<file path="config.mk">
export PLATFORM = sky130hd
export DESIGN_NAME = doodle_ctrl
export DESIGN_NICKNAME = d
export VERILOG_FILES = /design/src/rtl/doodle_pkg.sv /design/src/rtl/doodle_debounce.sv /design/src/rtl/doodle_ctrl.sv
export SDC_FILE = /design/constraint.sdc
export NUM_CORES = 1
export LEC_CHECK = 0
export BUFFER_PORTS_ARGS = -buffer_cell sky130_fd_sc_hd__buf_4
export CAP_MARGIN = 40
export CORE_ASPECT_RATIO = 1.1
export CORE_MARGIN = 5
export CORE_UTILIZATION = 49
export CTS_CLUSTER_DIAMETER = 120
export DETAILED_ROUTE_END_ITERATION = 16
export PLACE_DENSITY = 0.72
export SLEW_MARGIN = 5
export SYNTH_ARGS = -nofsm -noshare
export SYNTH_HDL_FRONTEND = slang
export SYNTH_SLANG_ARGS = --single-unit
</file>
<file path="constraint.sdc">
create_clock -name Clk -period 2.66 [get_ports Clk]
set_input_delay 0.133 -clock Clk [delete_from_list [all_inputs] [get_ports Clk]]
set_output_delay 0.133 -clock Clk [all_outputs]
set_load 0.01 [all_outputs]
</file>
<file path="src/rtl/doodle_pkg.sv">
// doodle_pkg: shared encodings for the doodle game handshake controller.
`default_nettype none

package doodle_pkg;

  localparam logic [3:0] G_I    = 4'b0001;
  localparam logic [3:0] G_UP   = 4'b0010;
  localparam logic [3:0] G_DOWN = 4'b0100;
  localparam logic [3:0] G_DONE = 4'b1000;

  localparam int SCORE_W_DEF = 16;

  typedef enum logic [4:0] {
    C_IDLE   = 5'b00001,
    C_LAUNCH = 5'b00010,
    C_PLAY   = 5'b00100,
    C_OVER   = 5'b01000,
    C_ACK    = 5'b10000
  } ctrl_state_t;

endpackage

`default_nettype wire

</file>
<file path="src/rtl/doodle_debounce.sv">
// doodle_debounce: 2-flop synchroniser, stability counter and one-cycle rising-edge pulse.
`default_nettype none

module doodle_debounce #(
  parameter int DEBOUNCE_CYCLES = 500000
) (
  input  logic Clk,
  input  logic Reset,
  input  logic Btn_raw,
  output logic Btn_level,
  output logic Btn_pulse
);

  localparam int CNT_W = (DEBOUNCE_CYCLES > 1) ? $clog2(DEBOUNCE_CYCLES) : 1;
  localparam logic [CNT_W-1:0] CNT_LAST = CNT_W'(DEBOUNCE_CYCLES - 1);

  logic             sync_1;
  logic             sync_2;
  logic             level_prev;
  logic [CNT_W-1:0] cnt;

  always_ff @(posedge Clk) begin
    if (!Reset) begin
      sync_1     <= 1'b0;
      sync_2     <= 1'b0;
      Btn_level  <= 1'b0;
      level_prev <= 1'b0;
      Btn_pulse  <= 1'b0;
      cnt        <= '0;
    end else begin
      sync_1     <= Btn_raw;
      sync_2     <= sync_1;
      level_prev <= Btn_level;
      Btn_pulse  <= Btn_level & ~level_prev;
      // Any return to the accepted level restarts the stability window.
      if (sync_2 == Btn_level) begin
        cnt <= '0;
      end else if (cnt == CNT_LAST) begin
        Btn_level <= sync_2;
        cnt       <= '0;
      end else begin
        cnt <= cnt + 1'b1;
      end
    end
  end

endmodule

`default_nettype wire

</file>
<file path="src/rtl/doodle_ctrl.sv">
// doodle_ctrl: Start/Ack initiator for the doodle game state machine, with score bookkeeping.
`default_nettype none

module doodle_ctrl
  import doodle_pkg::*;
#(
  parameter int DEBOUNCE_CYCLES  = 500000,
  parameter int DONE_HOLD_CYCLES = 200000000,
  parameter bit AUTO_ACK         = 1'b1,
  parameter int SCORE_W          = SCORE_W_DEF
) (
  input  logic               Clk,
  input  logic               Reset,
  input  logic               BtnC,
  input  logic [SCORE_W-1:0] Score_in,
  input  logic               q_I,
  input  logic               q_Up,
  input  logic               q_Down,
  input  logic               q_Done,
  output logic               Start,
  output logic               Ack,
  output logic [SCORE_W-1:0] Last_Score,
  output logic [SCORE_W-1:0] High_Score,
  output logic [7:0]         Games_Played,
  output logic               Sm_Err,
  output logic               q_CIdle,
  output logic               q_CLaunch,
  output logic               q_CPlay,
  output logic               q_COver,
  output logic               q_CAck
);

  localparam int HOLD_W = (DONE_HOLD_CYCLES > 1) ? $clog2(DONE_HOLD_CYCLES) : 1;
  localparam logic [HOLD_W-1:0] HOLD_LAST = HOLD_W'(DONE_HOLD_CYCLES - 1);

  ctrl_state_t       state;
  ctrl_state_t       state_nxt;
  logic [HOLD_W-1:0] hold_cnt;
  logic              hold_done;
  logic              btn_level;
  logic              btn_pulse;
  logic              q_onehot;
  logic [3:0]        q_vec;

  doodle_debounce #(
    .DEBOUNCE_CYCLES(DEBOUNCE_CYCLES)
  ) u_deb (
    .Clk      (Clk),
    .Reset    (Reset),
    .Btn_raw  (BtnC),
    .Btn_level(btn_level),
    .Btn_pulse(btn_pulse)
  );

  assign q_vec     = {q_Done, q_Down, q_Up, q_I};
  assign hold_done = AUTO_ACK && (hold_cnt == HOLD_LAST);

  // Exact 4-state match, so X/Z vectors fall to the default and flag an error.
  always_comb begin
    q_onehot = 1'b0;
    case (q_vec)
      G_I, G_UP, G_DOWN, G_DONE: q_onehot = 1'b1;
      default:                   q_onehot = 1'b0;
    endcase
  end

  always_ff @(posedge Clk) begin
    if (!Reset) state <= C_IDLE;
    else        state <= state_nxt;
  end

  always_comb begin
    state_nxt = state;
    case (state)
      C_IDLE: begin
        if (q_Done)                state_nxt = C_ACK;
        else if (btn_pulse && q_I) state_nxt = C_LAUNCH;
      end
      C_LAUNCH: if (!q_I)                    state_nxt = C_PLAY;
      C_PLAY:   if (q_Done)                  state_nxt = C_OVER;
      C_OVER:   if (btn_pulse || hold_done)  state_nxt = C_ACK;
      C_ACK:    if (q_I)                     state_nxt = C_IDLE;
      default:                               state_nxt = C_IDLE;
    endcase
  end

  always_ff @(posedge Clk) begin
    if (!Reset) begin
      hold_cnt     <= '0;
      Last_Score   <= '0;
      High_Score   <= '0;
      Games_Played <= '0;
      Sm_Err       <= 1'b0;
    end else begin
      if (state == C_OVER && state_nxt == C_OVER) hold_cnt <= hold_cnt + 1'b1;
      else                                        hold_cnt <= '0;
      if (!q_onehot) Sm_Err <= 1'b1;
      if (state == C_PLAY && q_Done) begin
        Last_Score <= Score_in;
        if (Score_in > High_Score) High_Score <= Score_in;
        if (Games_Played != 8'hFF) Games_Played <= Games_Played + 8'd1;
      end
    end
  end

  assign Start     = (state == C_LAUNCH);
  assign Ack       = (state == C_ACK);
  assign q_CIdle   = (state == C_IDLE);
  assign q_CLaunch = (state == C_LAUNCH);
  assign q_CPlay   = (state == C_PLAY);
  assign q_COver   = (state == C_OVER);
  assign q_CAck    = (state == C_ACK);

endmodule

`default_nettype wire

</file>
-- Word-level counts from Yosys, hierarchy flattened
Cells that the tools add are included.
- register bits after elaboration: 98
- output and inout port bits: 48
- logic and storage cells: 52
- $add $sub $neg: 3
- magnitude comparators: 1
- equal/unequal tests: 14
- muxes and demuxes: 8
- bitwise gates (word level): 4
- reduce and logical (&&, ||, !) cells: 10
- operator list (kind ; count):
    5-bit 2-to-1 mux ; 6
    28-bit by 1-bit adder with 28-bit output (second input constant) ; 1
    28-bit equality test (second input constant) ; 1
    5-bit one-hot mux with 5 select lines ; 1
    19-bit by 1-bit adder with 19-bit output (second input constant) ; 1
    19-bit equality test (second input constant) ; 1
    16-bit > comparator ; 1
    5-bit by 4-bit equality test with 1-bit output (second input constant) ; 2
    8-bit by 1-bit adder with 8-bit output (second input constant) ; 1
    8-bit inequality test (second input constant) ; 1
    2-bit AND reduction ; 4
    5-bit by 1-bit equality test with 1-bit output (second input constant) ; 1
    5-bit by 2-bit equality test with 1-bit output (second input constant) ; 1
    5-bit by 3-bit equality test with 1-bit output (second input constant) ; 1
    5-bit equality test (second input constant) ; 1
    4-bit by 1-bit equality test with 1-bit output (second input constant) ; 1
    4-bit by 2-bit equality test with 1-bit output (second input constant) ; 1
    4-bit by 3-bit equality test with 1-bit output (second input constant) ; 1
    4-bit equality test (second input constant) ; 1
    4-bit OR reduction ; 1
    1-bit logical AND ; 3
    1-bit inverter ; 3
    3-bit OR reduction ; 1
    1-bit bitwise AND ; 1
    3 further kinds ; 3

-- Longest topological paths before layout
Gate-level depths: netlist of the first run.
- depth in word-level cells: 7
- mapped depth: 9
- depth with buffers taken out: 8

-- Cells and area by module
A second synthesis of the first run with hierarchy kept.
- cell total of the unflattened synthesis: 548
- area, all modules: 4794.6 um^2
- by module, submodules not included (module ; instances ; cells an instance ; area each (um^2)):
    doodle_ctrl ; 1 ; 437 ; 3777.4
    doodle_debounce ; 1 ; 111 ; 1017.2

-- Least setup slack after synthesis of the first run
Ideal clock, no wire load.
- path type: reg2reg
- start point: register High_Score[9]
- end point: register High_Score[10]
- setup time: 59 ps
- arrival time: 2258 ps
- data required time: 2601 ps
- setup slack: 343 ps
- stages on the path, launching flop included: 10
- period minus slack after synthesis: 2317 ps
- path through: dfxtp_1 > inv_1 > ha_1 > nand4_1 > or2_2 > a211o_1 > and4_1 > nor3_1 > buf_2 > a22o_1
- word-level cells in the longest chain between the ends: 2
- ends and longest elaborated chain (element ; line ; RTL):
    from (decl) ; doodle_ctrl.sv:23 ; output logic [SCORE_W-1:0] High_Score,
    from (signal assigned) ; doodle_ctrl.sv:100 ; if (Score_in > High_Score) High_Score <= Score_in;
    16-bit > comparator ; doodle_ctrl.sv:100 ;
    2-bit AND reduction (no source line) ; - ;
Every way passes these cells.
A chain may end at the register's enable or synchronous reset.

-- Final worst setup path of the first run
- start point: input Score_in[15]
- end point: register High_Score[9]
- word-level cells in the longest chain between the ends: 2
- ends and longest elaborated chain (element ; line ; RTL):
    from (decl) ; doodle_ctrl.sv:15 ; input logic [SCORE_W-1:0] Score_in,
    16-bit > comparator ; doodle_ctrl.sv:100 ;
    2-bit AND reduction (no source line) ; - ;
Every way passes these cells.

==> results.tsv, run 1 <==
metric	value	unit
status	finished, final reports clean	
number of routed nets with antenna violations	0	
cell depth of the worst min-delay path	2	
placed cell count	677	
WP data arrival	2.75	ns
final worst-path cycle share	91.8	%
initial core utilization	50.5	%
net load switching power	0.000583	W
clock-pin slew on the worst setup and hold paths	0.08	ns
Yosys Warn Count	0	
Endpoint, Worst Hold	High_Score[11]	
port bufs	70	
Synth area leader	dfxtp_1	
First-pass DRT Iterations	4	
cell count after synthesis	503	
RSZ-0062 raised after global routing	no	
Crit path required time	2.97	ns
critical register-to-register path startpoint	High_Score[15]	
layout cells sized above 1	19.7	%
max_cap viols	0	
static leakage power	1.93	nW
peak supply drop	333	uV
Core Util, Final	60.7	%
Mean Syn Cell Area	9.00	um2
Filler Cell Count	762	
global-route wire length before repair	16600	um
share of the synthesized area in the top cell type	43.3	%
total of endpoints with negative setup slack in the final report	0	
total setup buffers inserted after CTS	0	
number of enable flip-flop cells after synthesis	0	
largest buffer count on any clock path	2	
power share of the sequential group	58.5	%
post-DP HPWL	7280	um
chip height	111	um
biggest fanout along the worst timing path	15	
clock sinks	98	
violation count after the first detailed-routing iteration	143	
area of the core	0.00896	mm2
worst clock skew	0.0112	ns
maximum clock frequency	410	MHz
CP startpoint kind	input port	
via count	3679	
ANT cells	0	
path type of the worst min-delay path	input port to register	
largest net degree at the start of global routing	28	
most frequent standard cell in the layout excluding fill and tap cells	dfxtp_1	
number of global-route vias before repair	3706	
switching share of total power	23.1	%
Core Rows	36	
area overhead of the layout relative to synthesis	20.1	%
post-synthesis instance area	0.00453	mm2
area of combinational cells with multiple inputs	0.00235	mm2
average vias per placed instance	5.23	
routed wire length	9810	um
Mapped Nets	545	
clock root buffer master	clkbuf_8	
Comb power frac	6.0	%
number of failing hold endpoints at the final stage	0	
Sum Neg Setup Slack	0	ns
final net count	627	
Internal Pwr Total	0.00194	W
number of distinct library cells after synthesis	51	
crit path setup slack, layout	0.219	ns
highest-count cells in the layout ignoring fill and taps	98 x dfxtp_1, 76 x buf_4, 52 x nor2_1, 52 x nand2_1	
number of top-level pins	71	
transition time at the pin with the least slew margin	0.632	ns
area taken by flip-flops and latches	0.00196	mm2
number of non-filler instances in the completed layout	704	
CP Capture Type	register	
global route total overflow	0	
pre-CTS worst setup slack	0.304	ns
Pwr per Cell Area	464	mW/mm2
initial antenna violation count	0	
total clock buffers created by CTS	9	
count of state elements after synthesis	98	
flip-flop cell with the highest count after synthesis	dfxtp_1	
final weighted congestion in routability-driven placement	0.794	
fraction of synthesis flops using an asynchronous set or reset pin	0	%
Final Slew Violations	0	
total number of H-tree levels	3	
Slew Limit Headroom	57.8	%
x dimension of the die	102	um
Die Area	0.0113	mm2
GRT Resource Usage Total	17.9	%
Clock power frac	35.5	%
Area contributors post-synth	dfxtp_1 43%, xnor2_1 5.4%, ha_1 5.3%, nor2_4 4.5%, nand2_1 4.3%	
TritonCTS clock tree	yes	
later-pin clock latency in the skew report	0.37	ns
WS Path Type	input port to register	
time the final worst path needs with I/O delays and setup	2.44	ns
R2R setup slack	0.26	ns
beginning of the worst hold path	Score_in[11]	
sequential fraction of the synthesis area	43.3	%
worst reg-to-reg path cell count	7	
number of design rule violations left after detail routing	0	
drt wl/cell	13.9	um
reg2reg end	High_Score[9]	
cells by family after synthesis:
family,after synthesis,synth area share (%)
buffers and inverters,44,4.75
adder cells (fa/ha/maj),19,5.25
AO/OA/AOI/OAI,67,9.87
AND/OR/NAND/NOR,223,26.7
XOR/XNOR,50,9.67
flip-flops,98,43.3
multiplexers,2,0.442
flip-flops by register name (all words and copies together), names as in the netlist:
signal and flops:
hold_cnt 28, u_deb.cnt 19, High_Score 16, Last_Score 16
Games_Played 8, state 5, Sm_Err 1, u_deb.Btn_level 1
u_deb.Btn_pulse 1, u_deb.level_prev 1, u_deb.sync_1 1, u_deb.sync_2 1
per-stage QoR:
stage	power, W	area (um2)	hold slack (ns)
CTS	0.00255	5440	0.0000113
finish	0.00252	5440	0.00983
detailed placement	0.00165	5150	0.362
global route	0.00263	5440	0.00550
global placement	0.00165	5150	0.360
floorplan	0.00158	4530	0.255
Yosys cell counts (2+ instances only):
cell       count
ha_1          19
inv_1         26
xnor2_1       28
or2_1          2
clkbuf_1      10
nor4b_1        4
o21ai_0        8
nor4_1         5
nand2_1       52
buf_12         2
nand4_1       15
buf_2          2
or2_2          2
nor3_1        17
and4_1         4
and3_1         7
nor2_2         2
o2111ai_1      2
a21oi_1       28
nor2_4        18
xor2_1        22
a211oi_1       3
buf_4          2
or3_1          5
nand2b_1       2
a22o_1        15
dfxtp_1       98
and2_1         5
mux2i_1        2
nor2_1        52
o21a_1         2
nand3_1       22
nor2b_1        2
repair_timing:
action,4_1_cts,5_1_grt
hold buffers,11,0
endpoints found under the hold margin,11,0
resized for setup,0,0
layer usage:
layer	share of wire, %	vias to the layer above	GRT usage (%)
met5	0	-	0
met4	1.9	0	7.18
met3	5.0	14	3.27
met2	49	87	30.4
met1	44	1698	21.9
li1	-	1880	-
worst max path at each step:
stage | to | slack, ns | from | cells past startpoint
5_1_grt | High_Score[15] | 0.09 | Score_in[15] | 8
3_5_place_dp | High_Score[9] | 0.30 | High_Score[15] | 7
3_3_place_gp | High_Score[10] | 0.35 | High_Score[15] | 8
2_1_floorplan | High_Score[10] | 0.34 | High_Score[9] | 9
6_report | High_Score[9] | 0.22 | Score_in[15] | 8
4_1_cts | High_Score[9] | 0.25 | Score_in[15] | 8
worst max-delay path, stage by stage:
cell and delay [ns]:
dlygate4sd3_1 0.55, buf_4 0.16, ha_1 0.31, nand4_1 0.08, or2_2 0.30, o31ai_1 0.41, o21a_1 0.55, a22o_1 0.23
power groups by stage:
| stage | clock, W | sequential [W] | combinational [W] |
|---|---|---|---|
| after CTS | 0.000922 | 0.00148 | 0.000152 |
| final | 0.000895 | 0.00148 | 0.000151 |
| after global placement | 0 | 0.00151 | 0.000134 |
| after detailed placement | 0 | 0.00151 | 0.000137 |
| after global routing | 0.000982 | 0.00148 | 0.000167 |
| after floorplan | 0 | 0.00151 | 0.0000725 |
area by class of cell:
class / instances / share of cell area, %
Clock buffer: 13 / 2.92
Timing Repair Buffer: 88 / 12.9
Multi-Input combinational cell: 361 / 43.2
Inverter: 27 / 1.86
Sequential cell: 98 / 36.1
Clock inverter: 3 / 0.437
Tap cell: 114 / 2.62
No activity file was read; power rests on OpenSTA's default activity.
==> inputs of run 2 (changes only) <==
--- a/config.mk
+++ b/config.mk
@@ -6,7 +6,6 @@
 export NUM_CORES = 1
 export LEC_CHECK = 0
 export BUFFER_PORTS_ARGS = -buffer_cell sky130_fd_sc_hd__buf_4
-export CAP_MARGIN = 40
 export CORE_ASPECT_RATIO = 1.1
 export CORE_MARGIN = 5
 export CORE_UTILIZATION = 49
@@ -17,3 +16,4 @@
 export SYNTH_ARGS = -nofsm -noshare
 export SYNTH_HDL_FRONTEND = slang
 export SYNTH_SLANG_ARGS = --single-unit
+export TNS_END_PERCENT = 20
==> constraint.sdc (replaced) <==
create_clock -name Clk -period 2.3 [get_ports Clk]
set_input_delay 0.115 -clock Clk [delete_from_list [all_inputs] [get_ports Clk]]
set_output_delay 0.115 -clock Clk [all_outputs]
set_load 0.01 [all_outputs]
==> run 2 against run 1 <==
Routed wire length up 6.3%. Worst hold slack better by 0.018 ns. Sequential share of layout area down 1.8 points. Via count up 3.9%. Sequential power up 16%. Critical endpoint is now hold_cnt[19]. Final cell count up 3.6%. Clock skew up 0.0061 ns. Critical path type is now register to register. Largest power group unchanged. Die area unchanged. Core utilization up 3.2 points. Combinational power up 30%. Highest routed layer unchanged.
==> results.tsv, run 2 (synthesized netlist as in run 1, its figures left out) <==
metric	value	unit
ANT cells	0	
global-route wire length before repair	17500	um
CP startpoint kind	register	
placed cell areas	0.00527	mm2
Crit path required time	2.60	ns
TritonCTS clock tree	yes	
number of top-level pins	71	
status	finished, final reports clean	
overall power of the completed layout	0.00303	W
biggest fanout along the worst timing path	7	
number of routed nets with antenna violations	0	
Slew Limit Headroom	63.4	%
R2R setup slack	0.13	ns
chip height	111	um
Core Rows	36	
critical register-to-register path startpoint	state[4]	
static leakage power	2.09	nW
max_cap viols	0	
largest buffer count on any clock path	2	
routed wire length	10400	um
later-pin clock latency in the skew report	0.37	ns
GRT Resource Usage Total	18.9	%
time the final worst path needs with I/O delays and setup	2.17	ns
x dimension of the die	102	um
RSZ-0062 raised after global routing	no	
clock sinks	98	
Final Slew Violations	0	
initial antenna violation count	0	
flip-flop count of the largest register, all copies and words added	28	
average vias per placed instance	5.24	
post-layout instance area	0.00573	mm2
leading registers by flop count	hold_cnt: 28 flops, u_deb.cnt: 19 flops	
WS Path Type	register to register	
largest net degree at the start of global routing	29	
worst clock skew	0.0173	ns
total number of H-tree levels	3	
beginning of the worst hold path	Score_in[0]	
most frequent standard cell in the layout excluding fill and tap cells	dfxtp_1	
CP Capture Type	register	
critical-path cell list	or2_1 -> or4_1 -> o311a_2 -> a221o_1 -> or2_4 -> clkbuf_16 -> nor2_4	
final net count	652	
final worst-path cycle share	94.5	%
total clock buffers created by CTS	9	
post-DP HPWL	7270	um
WP data arrival	2.47	ns
area overhead of the layout relative to synthesis	26.5	%
via count	3821	
worst reg-to-reg path cell count	7	
total of endpoints with negative setup slack in the final report	0	
register ranked first by flip-flop count	hold_cnt	
clock root buffer master	clkbuf_8	
clock-pin slew on the worst setup and hold paths	0.09	ns
layout cells sized above 1	23.3	%
Endpoint, Worst Hold	Last_Score[0]	
maximum clock frequency	460	MHz
Die Area	0.0113	mm2
global route total overflow	0	
drt wl/cell	14.3	um
reg2reg end	hold_cnt[19]	
highest-count cells in the layout ignoring fill and taps	97 x dfxtp_1, 92 x buf_4, 52 x nor2_1, 52 x nand2_1	
cell family with the largest share of critical-path delay	simple AND/OR/NAND/NOR gates	
path type of the worst min-delay path	input port to register	
initial core utilization	50.5	%
Bufs and invs on worst path	1	
cell depth of the worst min-delay path	3	
Pwr per Cell Area	530	mW/mm2
peak supply drop	347	uV
number of failing hold endpoints at the final stage	0	
final weighted congestion in routability-driven placement	0.839	
port bufs	70	
Critical Path Max Stage Delay	0.48	ns
number of global-route vias before repair	3729	
First-pass DRT Iterations	4	
critical path's slowest cell	or4_1	
transition time at the pin with the least slew margin	0.545	ns
number of design rule violations left after detail routing	0	
area of the core	0.00896	mm2
violation count after the first detailed-routing iteration	168	
[run 2: cell types whose count changed in the layout (fill, tap and decap cells not counted), moves of 2 or more]
cell	before	now
buf_4	76	92
dlygate4sd3_1	11	16
clkbuf_1	2	0
or2_2	3	1
or2_4	0	2
[run 2: repair_timing]
item | in CTS | in global routing
hold buffers | 16 | 0
pin swaps | 1 | 0
cloned | 0 | 3
endpoints found under the setup margin | 15 | 44
setup buffers | 1 | 0
hold endpoints to repair | 19 | 0
resized for setup | 2 | 7
[run 2: area by class of cell]
cell class,count,area [um2]
fillers,741,3240
multi-input cells,362,2390
well taps,114,143
clock inverters,6,66.3
clock buffers,10,138
flip-flops and latches,98,1960
repair buffers,112,927
inverters,27,101
[run 2: layer usage]
layer	GRT usage, %	routed length (um)	vias to the layer above
met1	23.9	4470	1789
met2	32.1	5310	77
met4	7.18	213	0
li1	-	-	1939
met3	2.52	427	16
met5	0	0	-
[run 2: tightest hold or removal path: stages]
cell     delay, ns
buf_4         0.12
nand2_1       0.05
a21oi_1       0.05
[run 2: worst max path at each step]
stage / cells after the start / startpoint / slack [ns] / to
floorplan: 9 / High_Score[9] / 0.01 / High_Score[10]
global placement: 8 / High_Score[9] / -0.22 / High_Score[9]
detailed placement: 8 / High_Score[9] / -0.27 / High_Score[2]
CTS: 9 / Score_in[13] / 0.002 / High_Score[15]
global route: 6 / hold_cnt[4] / 0.001 / hold_cnt[27]
finish: 7 / state[4] / 0.13 / hold_cnt[19]
[run 2: where the power goes]
| part | leakage, nW | internal [W] | switching (W) | total [W] |
|---|---|---|---|---|
| clock network | 0.0945 | 0.000532 | 0.000597 | 0.00113 |
| registers | 0.791 | 0.00170 | 0.00000537 | 0.00171 |
| logic | 1.20 | 0.0000986 | 0.0000984 | 0.000197 |
[run 2: metrics by stage]
step	util, %	std cells	TNS, ns	setup slack [ns]	hold WS (ns)
global placement	58.8	693	-3.21	-0.218	0.330
global route	63.9	729	0	0.00115	0.0262
floorplan	-	503	0	0.0148	0.237
detailed placement	58.8	693	-3.89	-0.274	0.331
finish	63.9	729	0	0.127	0.0274
CTS	63.2	726	0	0.00228	0.0130
==> inputs of run 3 (changes only) <==
--- a/config.mk
+++ b/config.mk
@@ -12,7 +12,7 @@
 export CTS_CLUSTER_DIAMETER = 120
 export DETAILED_ROUTE_END_ITERATION = 16
 export PLACE_DENSITY = 0.72
-export SLEW_MARGIN = 5
+export SLEW_MARGIN = 20
 export SYNTH_ARGS = -nofsm -noshare
 export SYNTH_HDL_FRONTEND = slang
 export SYNTH_SLANG_ARGS = --single-unit
==> constraint.sdc (replaced) <==
create_clock -name Clk -period 2.3 [get_ports Clk]
set_input_delay 0.69 -clock Clk [delete_from_list [all_inputs] [get_ports Clk]]
set_output_delay 0.69 -clock Clk [all_outputs]
set_load 0.01 [all_outputs]
==> run 3 against run 2 <==
Final cell count rose by 0.96%. Combinational power up 13%. Core utilization grew 1.2 points. Total power up 1.5%. Global-route usage rose by 0.18 points. Worst hold slack improved by 0.36 ns. Flip-flop and latch count is the same. Clock-buffer cell count grew 2. Register-to-register slack worse by 0.05 ns. Via count is 1.0% higher. Highest routed layer unchanged. Non-clock buffer count rose by 8. Maximum frequency fell by 3.8%.
==> results.tsv, run 3 (synthesized netlist as in run 1, its figures left out) <==
metric	value	unit
status	finished, final reports clean	
number of top-level pins	71	
initial antenna violation count	0	
placed cell areas	0.00553	mm2
x dimension of the die	102	um
Sum Neg Setup Slack	0	ns
crit path setup slack, layout	0.0415	ns
time the final worst path needs with I/O delays and setup	2.26	ns
critical path's slowest cell	dfxtp_2	
CP Capture Type	output port	
total of endpoints with negative setup slack in the final report	0	
number of design rule violations left after detail routing	0	
largest net degree at the start of global routing	20	
cell family with the largest share of critical-path delay	simple AND/OR/NAND/NOR gates	
global route total overflow	0	
violation count after the first detailed-routing iteration	153	
Filler Cell Count	795	
initial core utilization	50.5	%
Final Slew Violations	0	
highest-count cells in the layout ignoring fill and taps	118 x buf_4, 93 x dfxtp_1, 52 x nand2_1, 50 x nor2_1	
Bufs and invs on worst path	2	
post-layout instance area	0.00584	mm2
First-pass DRT Iterations	4	
final worst-path cycle share	98.2	%
post-DP HPWL	7950	um
number of routed nets with antenna violations	0	
static leakage power	2.14	nW
transition time at the pin with the least slew margin	0.602	ns
clock sinks	98	
clock-pin slew on the worst setup and hold paths	0.09	ns
Core Rows	36	
routed wire length	10700	um
flip-flop count of the largest register, all copies and words added	28	
maximum clock frequency	443	MHz
chip height	111	um
register ranked first by flip-flop count	hold_cnt	
pre-CTS worst setup slack	-0.576	ns
CP startpoint kind	register	
area overhead of the layout relative to synthesis	28.9	%
final weighted congestion in routability-driven placement	0.885	
GRT Resource Usage Total	19.1	%
TritonCTS clock tree	yes	
path type of the worst min-delay path	register to register	
worst clock skew	0.0112	ns
max_cap viols	0	
later-pin clock latency in the skew report	0.36	ns
ANT cells	0	
WS Path Type	register to output port	
drt wl/cell	14.5	um
via count	3860	
RSZ-0062 raised after global routing	yes	
Crit path required time	1.61	ns
R2R setup slack	0.08	ns
average vias per placed instance	5.24	
final net count	659	
number of global-route vias before repair	3813	
Slew Limit Headroom	59.9	%
most frequent standard cell in the layout excluding fill and tap cells	buf_4	
layout cells sized above 1	29.3	%
peak supply drop	367	uV
Critical Path Max Stage Delay	0.34	ns
area of the core	0.00896	mm2
port bufs	70	
WP data arrival	1.57	ns
clock root buffer master	clkbuf_8	
critical-path cell list	nor4_2 -> buf_4 -> and2_1 -> buf_4	
Pwr per Cell Area	528	mW/mm2
global-route wire length before repair	17500	um
total clock buffers created by CTS	9	
largest buffer count on any clock path	2	
number of failing hold endpoints at the final stage	0	
Die Area	0.0113	mm2
most used cell along the critical path	buf_4	
biggest fanout along the worst timing path	4	
leading registers by flop count	hold_cnt: 28 flops, u_deb.cnt: 19 flops	
total number of H-tree levels	3	
## run 3: final timing paths
kind,startpoint,endpoint,depth (start not counted)
hold / removal,u_deb.level_prev,u_deb.Btn_pulse,1
setup / recovery,state[4],q_CPlay,4
setup reg to reg,High_Score[9],High_Score[15],9
hold reg to reg,u_deb.level_prev,u_deb.Btn_pulse,1
## run 3: timing repair
item / 4_1_cts / 5_1_grt
setup buffers: 0 / 3
gates resized for setup: 3 / 14
setup endpoints to repair: 17 / 38
pin swaps: 0 / 1
hold buffers: 0 / 0
cloned: 0 / 0
## run 3: per-layer routing
layer,GRT usage (%),part of all wire [%],vias up
met5,0,0,-
met4,8.16,2.8,0
met3,4.53,6.1,29
met2,29.9,47,77
met1,24.7,44,1805
li1,-,-,1949
## run 3: final cells by class
cell class | instances | area, um2 | share of cell area (%)
clock buffers | 12 | 155 | 2.66
flip-flops and latches | 98 | 1970 | 33.7
clock inverters | 4 | 50.0 | 0.857
well taps | 114 | 143 | 2.44
repair buffers | 120 | 926 | 15.9
inverters | 27 | 101 | 1.74
multi-input cells | 361 | 2490 | 42.7
## run 3: worst reg2reg max path: stages (launching register included)
cell	delay [ns]
dfxtp_1	0.34
inv_1	0.07
ha_4	0.27
nand4_1	0.11
or2_4	0.26
a211o_1	0.25
and4_4	0.17
buf_4	0.14
o21a_4	0.26
a22o_1	0.25
## run 3: where the power goes
group | total (W) | leakage (nW) | internal [W] | switching [W]
clock | 0.00115 | 0.0986 | 0.000561 | 0.000588
sequential | 0.00171 | 0.792 | 0.00170 | 0.00000598
combinational | 0.000222 | 1.25 | 0.000115 | 0.000108
## run 3: metrics by stage
step                hold WS (ns)  utilization [%]  power [W]  std cells
global placement           0.375             61.7    0.00195        717
finish                     0.387             65.1    0.00308        736
global route               0.410             65.1    0.00321        736
CTS                        0.392             64.2    0.00311        733
detailed placement         0.375             61.7    0.00196        717
floorplan                  0.367                -    0.00184        503
